### src/rtl/alu_op_decoder.sv
// RV32I OP/OP-IMM decode stage with a 2-entry skid buffer (output reg + skid reg), 1-cycle latency.
// Optional illegal-instruction counter under ALU_OP_DECODER_ILLEGAL_CNT_EN; in_ready is registered.
package pkg;

  typedef enum logic [3:0] {
    ALU_ADD  = 4'b0000,
    ALU_SLL  = 4'b0001,
    ALU_SLT  = 4'b0010,
    ALU_SLTU = 4'b0011,
    ALU_XOR  = 4'b0100,
    ALU_SRL  = 4'b0101,
    ALU_OR   = 4'b0110,
    ALU_AND  = 4'b0111,
    ALU_SUB  = 4'b1000,
    ALU_SRA  = 4'b1101
  } t_alu_op;

  typedef struct packed {
    t_alu_op     alu_op;
    logic [4:0]  rs1;
    logic [4:0]  rs2;
    logic [4:0]  rd;
    logic [31:0] imm;
    logic        use_imm;
    logic        illegal;
  } t_dec;

endpackage

module alu_op_decoder #(
  parameter int CNT_W = 16
) (
  input  logic              clk,
  input  logic              rst,
  input  logic              in_valid,
  output logic              in_ready,
  input  logic [31:0]       in_instr,
  output logic              out_valid,
  input  logic              out_ready,
  output pkg::t_alu_op      out_alu_op,
  output logic [4:0]        out_rs1,
  output logic [4:0]        out_rs2,
  output logic [4:0]        out_rd,
  output logic [31:0]       out_imm,
  output logic              out_use_imm,
  output logic              out_illegal,
  output logic [CNT_W-1:0]  illegal_cnt
);

  import pkg::*;

  localparam logic [6:0] OPC_OP     = 7'b0110011;
  localparam logic [6:0] OPC_OP_IMM = 7'b0010011;
  localparam logic [6:0] F7_ZERO    = 7'b0000000;
  localparam logic [6:0] F7_ALT     = 7'b0100000;

  logic [6:0] opcode;
  logic [2:0] f3;
  logic [6:0] f7;
  logic       legal;
  t_dec       dec;

  assign opcode = in_instr[6:0];
  assign f3     = in_instr[14:12];
  assign f7     = in_instr[31:25];

  always_comb begin
    dec         = '0;
    dec.alu_op  = ALU_ADD;
    dec.rs1     = in_instr[19:15];
    dec.rs2     = in_instr[24:20];
    dec.rd      = in_instr[11:7];
    legal       = 1'b0;

    case (opcode)
      OPC_OP: begin
        legal      = (f7 == F7_ZERO) ||
                     ((f7 == F7_ALT) && ((f3 == 3'b000) || (f3 == 3'b101)));
        dec.alu_op = t_alu_op'({f7[5], f3});
      end
      OPC_OP_IMM: begin
        dec.use_imm = 1'b1;
        dec.imm     = {{20{in_instr[31]}}, in_instr[31:20]};
        case (f3)
          3'b001: begin
            legal      = (f7 == F7_ZERO);
            dec.alu_op = ALU_SLL;
            dec.imm    = {27'd0, in_instr[24:20]};
          end
          3'b101: begin
            legal      = (f7 == F7_ZERO) || (f7 == F7_ALT);
            dec.alu_op = f7[5] ? ALU_SRA : ALU_SRL;
            dec.imm    = {27'd0, in_instr[24:20]};
          end
          default: begin
            // f7 is part of the immediate here, so ADDI can never become SUB
            legal      = 1'b1;
            dec.alu_op = t_alu_op'({1'b0, f3});
          end
        endcase
      end
      default: legal = 1'b0;
    endcase

    if (!legal) begin
      dec.alu_op  = ALU_ADD;
      dec.use_imm = 1'b0;
      dec.imm     = '0;
      dec.illegal = 1'b1;
    end
  end

  t_dec out_dat;
  t_dec skid_dat;
  logic skid_vld;
  logic accept;
  logic drain;

  assign accept = in_valid && in_ready;
  assign drain  = out_valid && out_ready;

  // Accept is impossible while the skid holds an entry, since in_ready is then low.
  always_ff @(posedge clk) begin
    if (rst) begin
      out_valid <= 1'b0;
      skid_vld  <= 1'b0;
      in_ready  <= 1'b0;
      out_dat   <= '0;
      skid_dat  <= '0;
    end else begin
      if (!out_valid || out_ready) begin
        if (skid_vld) begin
          out_dat   <= skid_dat;
          out_valid <= 1'b1;
          skid_vld  <= 1'b0;
        end else begin
          out_valid <= accept;
          if (accept) begin
            out_dat <= dec;
          end
        end
        in_ready <= 1'b1;
      end else if (accept) begin
        skid_dat <= dec;
        skid_vld <= 1'b1;
        in_ready <= 1'b0;
      end
    end
  end

  assign out_alu_op  = out_dat.alu_op;
  assign out_rs1     = out_dat.rs1;
  assign out_rs2     = out_dat.rs2;
  assign out_rd      = out_dat.rd;
  assign out_imm     = out_dat.imm;
  assign out_use_imm = out_dat.use_imm;
  assign out_illegal = out_dat.illegal;

`ifdef ALU_OP_DECODER_ILLEGAL_CNT_EN
  logic [CNT_W-1:0] cnt_q;

  always_ff @(posedge clk) begin
    if (rst) begin
      cnt_q <= '0;
    end else if (drain && out_dat.illegal && (cnt_q != {CNT_W{1'b1}})) begin
      cnt_q <= cnt_q + 1'b1;
    end
  end

  assign illegal_cnt = cnt_q;
`else
  assign illegal_cnt = '0;
`endif

endmodule

### config.mk
export PLATFORM = sky130hd
export DESIGN_NAME = alu_op_decoder
export DESIGN_NICKNAME = d
export VERILOG_FILES = /design/src/rtl/alu_op_decoder.sv
export SDC_FILE = /design/constraint.sdc
export NUM_CORES = 1
export LEC_CHECK = 0
export CORE_AREA = 2 2 128 68
export DETAILED_ROUTE_END_ITERATION = 10
export DIE_AREA = 0 0 130 70
export PLACE_DENSITY_LB_ADDON = 0.12
export SETUP_SLACK_MARGIN = 0.5
export SLEW_MARGIN = 30
export SYNTH_ARGS = -nofsm -noshare
export SYNTH_HDL_FRONTEND = slang
export SYNTH_SLANG_ARGS = --single-unit
### constraint.sdc
create_clock -name clk -period 1.9 [get_ports clk]
set_clock_uncertainty 0.1 [all_clocks]
set_input_delay 0.38 -clock clk [delete_from_list [all_inputs] [get_ports clk]]
set_output_delay 0.38 -clock clk [all_outputs]
set_load 0.05 [all_outputs]
==> impl_metrics.py, run 1 <==
metrics = {
    "clocking": {
        "htree_levels": 3,
        "cts_tree": "done",
        "clock_sinks": 69,
        "cts-root-buf": "clkbuf_16",
        "cts.clk_slew.worst_paths_ns": 0.06,
        "clock_latency_ns": 0.34,
        "hold_buffers": 0,
        "cts.path.max_buffers": 2,
        "numCtsBuffers": 9,
    },
    "synth": {
        "synth_seq_cells": 69,
        "synth_xor_area_share_pct": 0.276,
        "synth_top_family_by_area": "compound AO/OA/AOI/OAI gates",
        "synthCells": 355,
        "avgSynthCellArea_sq_um": 8.92,
        "seq_area_frac_synth_pct": 43.6,
        "synth_area_leaders": "dfxtp_1 (44%), buf_4 (8.5%), nor2_1 (5.2%)",
        "synth_warnings": 0,
        "synth_top_area_share_pct": 43.6,
        "synth_area_sq_mm": 0.00317,
        "synth-simple-area-share_pct": 16.7,
        "yosys.area.top_type": "dfxtp_1",
        "synth_cell_types": 42,
        "synth_compound_area_share_pct": 22.4,
        "muxShareOfSynthArea_pct": 4.74,
        "synth_fa_ha_area_share_pct": 0,
    },
    "job": {
        "maxCapViolations": 0,
    },
    "detailed_routing": {
        "wl_per_cell_um": 18.8,
        "drt_wl_total_mm": 11.6,
        "drc": 0,
        "dr_total_vias": 3238,
        "drt_first_pass_iters": 4,
        "met2_length_mm": 5.58,
        "drt_iter0_drc": 203,
        "top_layer_used": "met4",
        "wl_met3_um": 744,
        "ant_nets": 0,
        "vias_per_cell": 5.27,
        "wl_met1_mm": 5.11,
    },
    "setup_path": {
        "required_ns": 2.04,
        "worstPathMaxFanout": 4,
        "cp-end-kind": "register",
        "critPathLaunchType": "input port",
        "critical-path-max-stage-delay_ns": 0.46,
        "critical_path_buf_inv_count": 2,
        "slowest_stage": "or4_4",
        "cp_top_family": "compound AO/OA/AOI/OAI gates",
        "cp.arrival_ns": 1.99,
        "crit_chain": "clkdlybuf4s15_1 -> or4_4 -> o41ai_4 -> buf_4 -> a22oi_2 -> o41ai_2",
        "path_class": "input port to register",
    },
    "sta": {
        "fin_crit_sh_pct": 97.6,
        "min_period_ns": 1.85,
        "max_freq_mhz": 539,
        "rsz0062_at_grt": "true",
        "slew_viol_final": 0,
        "setup_viol": 0,
        "final_hold_viol_count": 0,
    },
    "pwr": {
        "leakage_uw": 0.00245,
        "power_density_mw_per_mm2": 756,
        "power_switching_uw": 1430,
        "pwr-share-clk_pct": 38.5,
        "peakVddDrop_mv": 0.513,
        "p_seq_share_pct": 33.8,
        "p_sw_share_pct": 30.8,
        "internal-power_uw": 3200,
        "power_frac_comb_pct": 27.8,
    },
    "global_route": {
        "globalRouteTotalUtil_pct": 24.8,
        "grt_pass1_vias": 3310,
        "grt_pass1_wl_mm": 17.5,
        "grt_max_degree": 64,
        "antenna_found_initial": 0,
        "overflow": 0,
    },
    "finish": {
        "utilization_pct": 74.7,
        "antennaDiodeCount": 0,
        "drive_gt1_share_pct": 60.0,
        "final_cell_mix": "buf_4 (51), dfxtp_1 (50), buf_6 (45), buf_12 (31), nor2_4 (23)",
        "instances_no_fill": 615,
        "final_common_cell": "buf_4",
        "syn_to_final_growth_pct": 93.3,
        "nNetsFinal": 529,
        "nFillCells": 557,
    },
    "die": {
        "die_h_um": 70,
        "die_w_um": 130,
        "core_sq_mm": 0.00820,
        "io_pins": 107,
        "dieArea_sq_mm": 0.00910,
        "rows": 24,
        "start_util_pct": 38.6,
    },
    "place": {
        "port_buffers": 90,
        "hpwl_mm": 5.87,
        "place_inst": 554,
        "gp_congestion": 0.808,
    },
    "run_status": {
        "status": "finished clean",
    },
    "min_path": {
        "hold_class": "input port to register",
    },
}
[worst register-to-register path, delay by kind of cell, from the launching register on]
| family | cells | cell delay, ns |
|---|---|---|
| flops | 1 | 0.35 |
| compound gates | 2 | 0.41 |
| simple gates | 2 | 0.27 |
| buf+inv | 3 | 0.37 |
[synthesized netlist by cell type (all sizes together)]
cell type / instances
a2111o: 1
a211o: 2
a211oi: 23
a21o: 3
a21oi: 22
a221oi: 8
a22o: 1
a22oi: 2
a31oi: 1
a32o: 2
a32oi: 17
and3: 3
and4: 1
buf: 38
clkbuf: 23
conb: 1
dfxtp: 69
inv: 4
mux2i: 15
nand2: 35
nand2b: 4
nand3: 2
nand3b: 1
nand4b: 1
nand4bb: 1
nor2: 44
nor2b: 3
nor3: 10
nor4: 3
nor4b: 3
o21ai: 3
o41ai: 5
or3b: 1
or4: 2
xor2: 1
[state kept, by name, summed over array words and instances (netlist names)]
register / count
skid_dat: 33
out_rs1: 5
out_valid: 1
out_illegal: 1
skid_vld: 1
in_ready: 1
out_rs2: 5
out_rd: 5
out_use_imm: 1
out_alu_op: 4
out_imm: 12
[final cells by class]
type,instances,area [sq um],share of cell area (%)
clock buffer,12,267,4.35
clock inverter,4,52.6,0.858
inverter,4,15.0,0.245
multi-input combinational,236,2120,34.6
sequential,69,1420,23.1
tap,117,146,2.39
timing repair buffer,173,2110,34.5
[cell families after synthesis]
| kind of cell | Yosys count |
|---|---|
| flops | 69 |
| buf+inv | 65 |
| xor+xnor | 1 |
| compound gates | 90 |
| other cells | 1 |
| mux | 15 |
| simple gates | 114 |
[through the flow]
| step | setup TNS (ns) | setup WS, ns | power, uW | instance area (sq um) | hold slack [ns] |
|---|---|---|---|---|---|
| final | 0 | 0.0463 | 4630 | 6120 | 0.222 |
| after global routing | -0.0255 | -0.0138 | 4770 | 6120 | 0.235 |
| after CTS | -0.0139 | -0.0139 | 4540 | 5720 | 0.231 |
| after detailed placement | -15.14 | -0.674 | 2420 | 4150 | 0.346 |
| after global placement | -13.93 | -0.573 | 2420 | 4150 | 0.341 |
| after floorplan | -0.532 | -0.0982 | 2170 | 3310 | 0.336 |
[repair_timing]
| item | in CTS | in global routing |
|---|---|---|
| gates cloned | 11 | 0 |
| pin swaps | 53 | 26 |
| gates resized for setup | 258 | 83 |
| setup buffers | 27 | 7 |
| endpoints found under the setup margin | 87 | 101 |
[power groups by stage]
stage               clock network, uW  logic (uW)  registers, uW
floorplan                           0         417           1750
CTS                              1790        1200           1550
detailed placement                  0         848           1570
global placement                    0         845           1570
finish                           1780        1290           1560
global route                     1850        1340           1570
[layer usage]
metal  up-vias  global-route usage (%)
met1      1596                    32.4
met2       106                    40.5
met4         0                    5.85
met5         -                       0
met3        13                    7.51
li1       1523                       -
[final timing paths]
kind | cells after the start | slack, ns | to | startpoint
worst max-delay path | 6 | 0.05 | skid_dat[49] | in_instr[31]
worst min-delay path | 3 | 0.22 | skid_dat[7] | in_instr[25]
worst max register to register | 7 | 0.28 | out_alu_op[0] | out_valid
worst min register to register | 2 | 0.37 | skid_dat[48] | skid_dat[48]
Power figures use the tool's default switching activity.
==> run 2, diff against run 1 <==
--- a/config.mk
+++ b/config.mk
@@ -6,6 +6,7 @@
 export NUM_CORES = 1
 export LEC_CHECK = 0
 export CORE_AREA = 2 2 128 68
+export CTS_CLUSTER_DIAMETER = 80
 export DETAILED_ROUTE_END_ITERATION = 10
 export DIE_AREA = 0 0 130 70
 export PLACE_DENSITY_LB_ADDON = 0.12
==> results of run 2 <==
The final DEF is identical to that of run 1; final timing and power are the same.
==> run 3, diff against run 2 <==
--- a/config.mk
+++ b/config.mk
@@ -9,6 +9,7 @@
 export CTS_CLUSTER_DIAMETER = 80
 export DETAILED_ROUTE_END_ITERATION = 10
 export DIE_AREA = 0 0 130 70
+export GPL_ROUTABILITY_DRIVEN = 1
 export PLACE_DENSITY_LB_ADDON = 0.12
 export SETUP_SLACK_MARGIN = 0.5
 export SLEW_MARGIN = 30
==> results of run 3 <==
The final DEF is identical to that of run 1; final timing and power are the same.
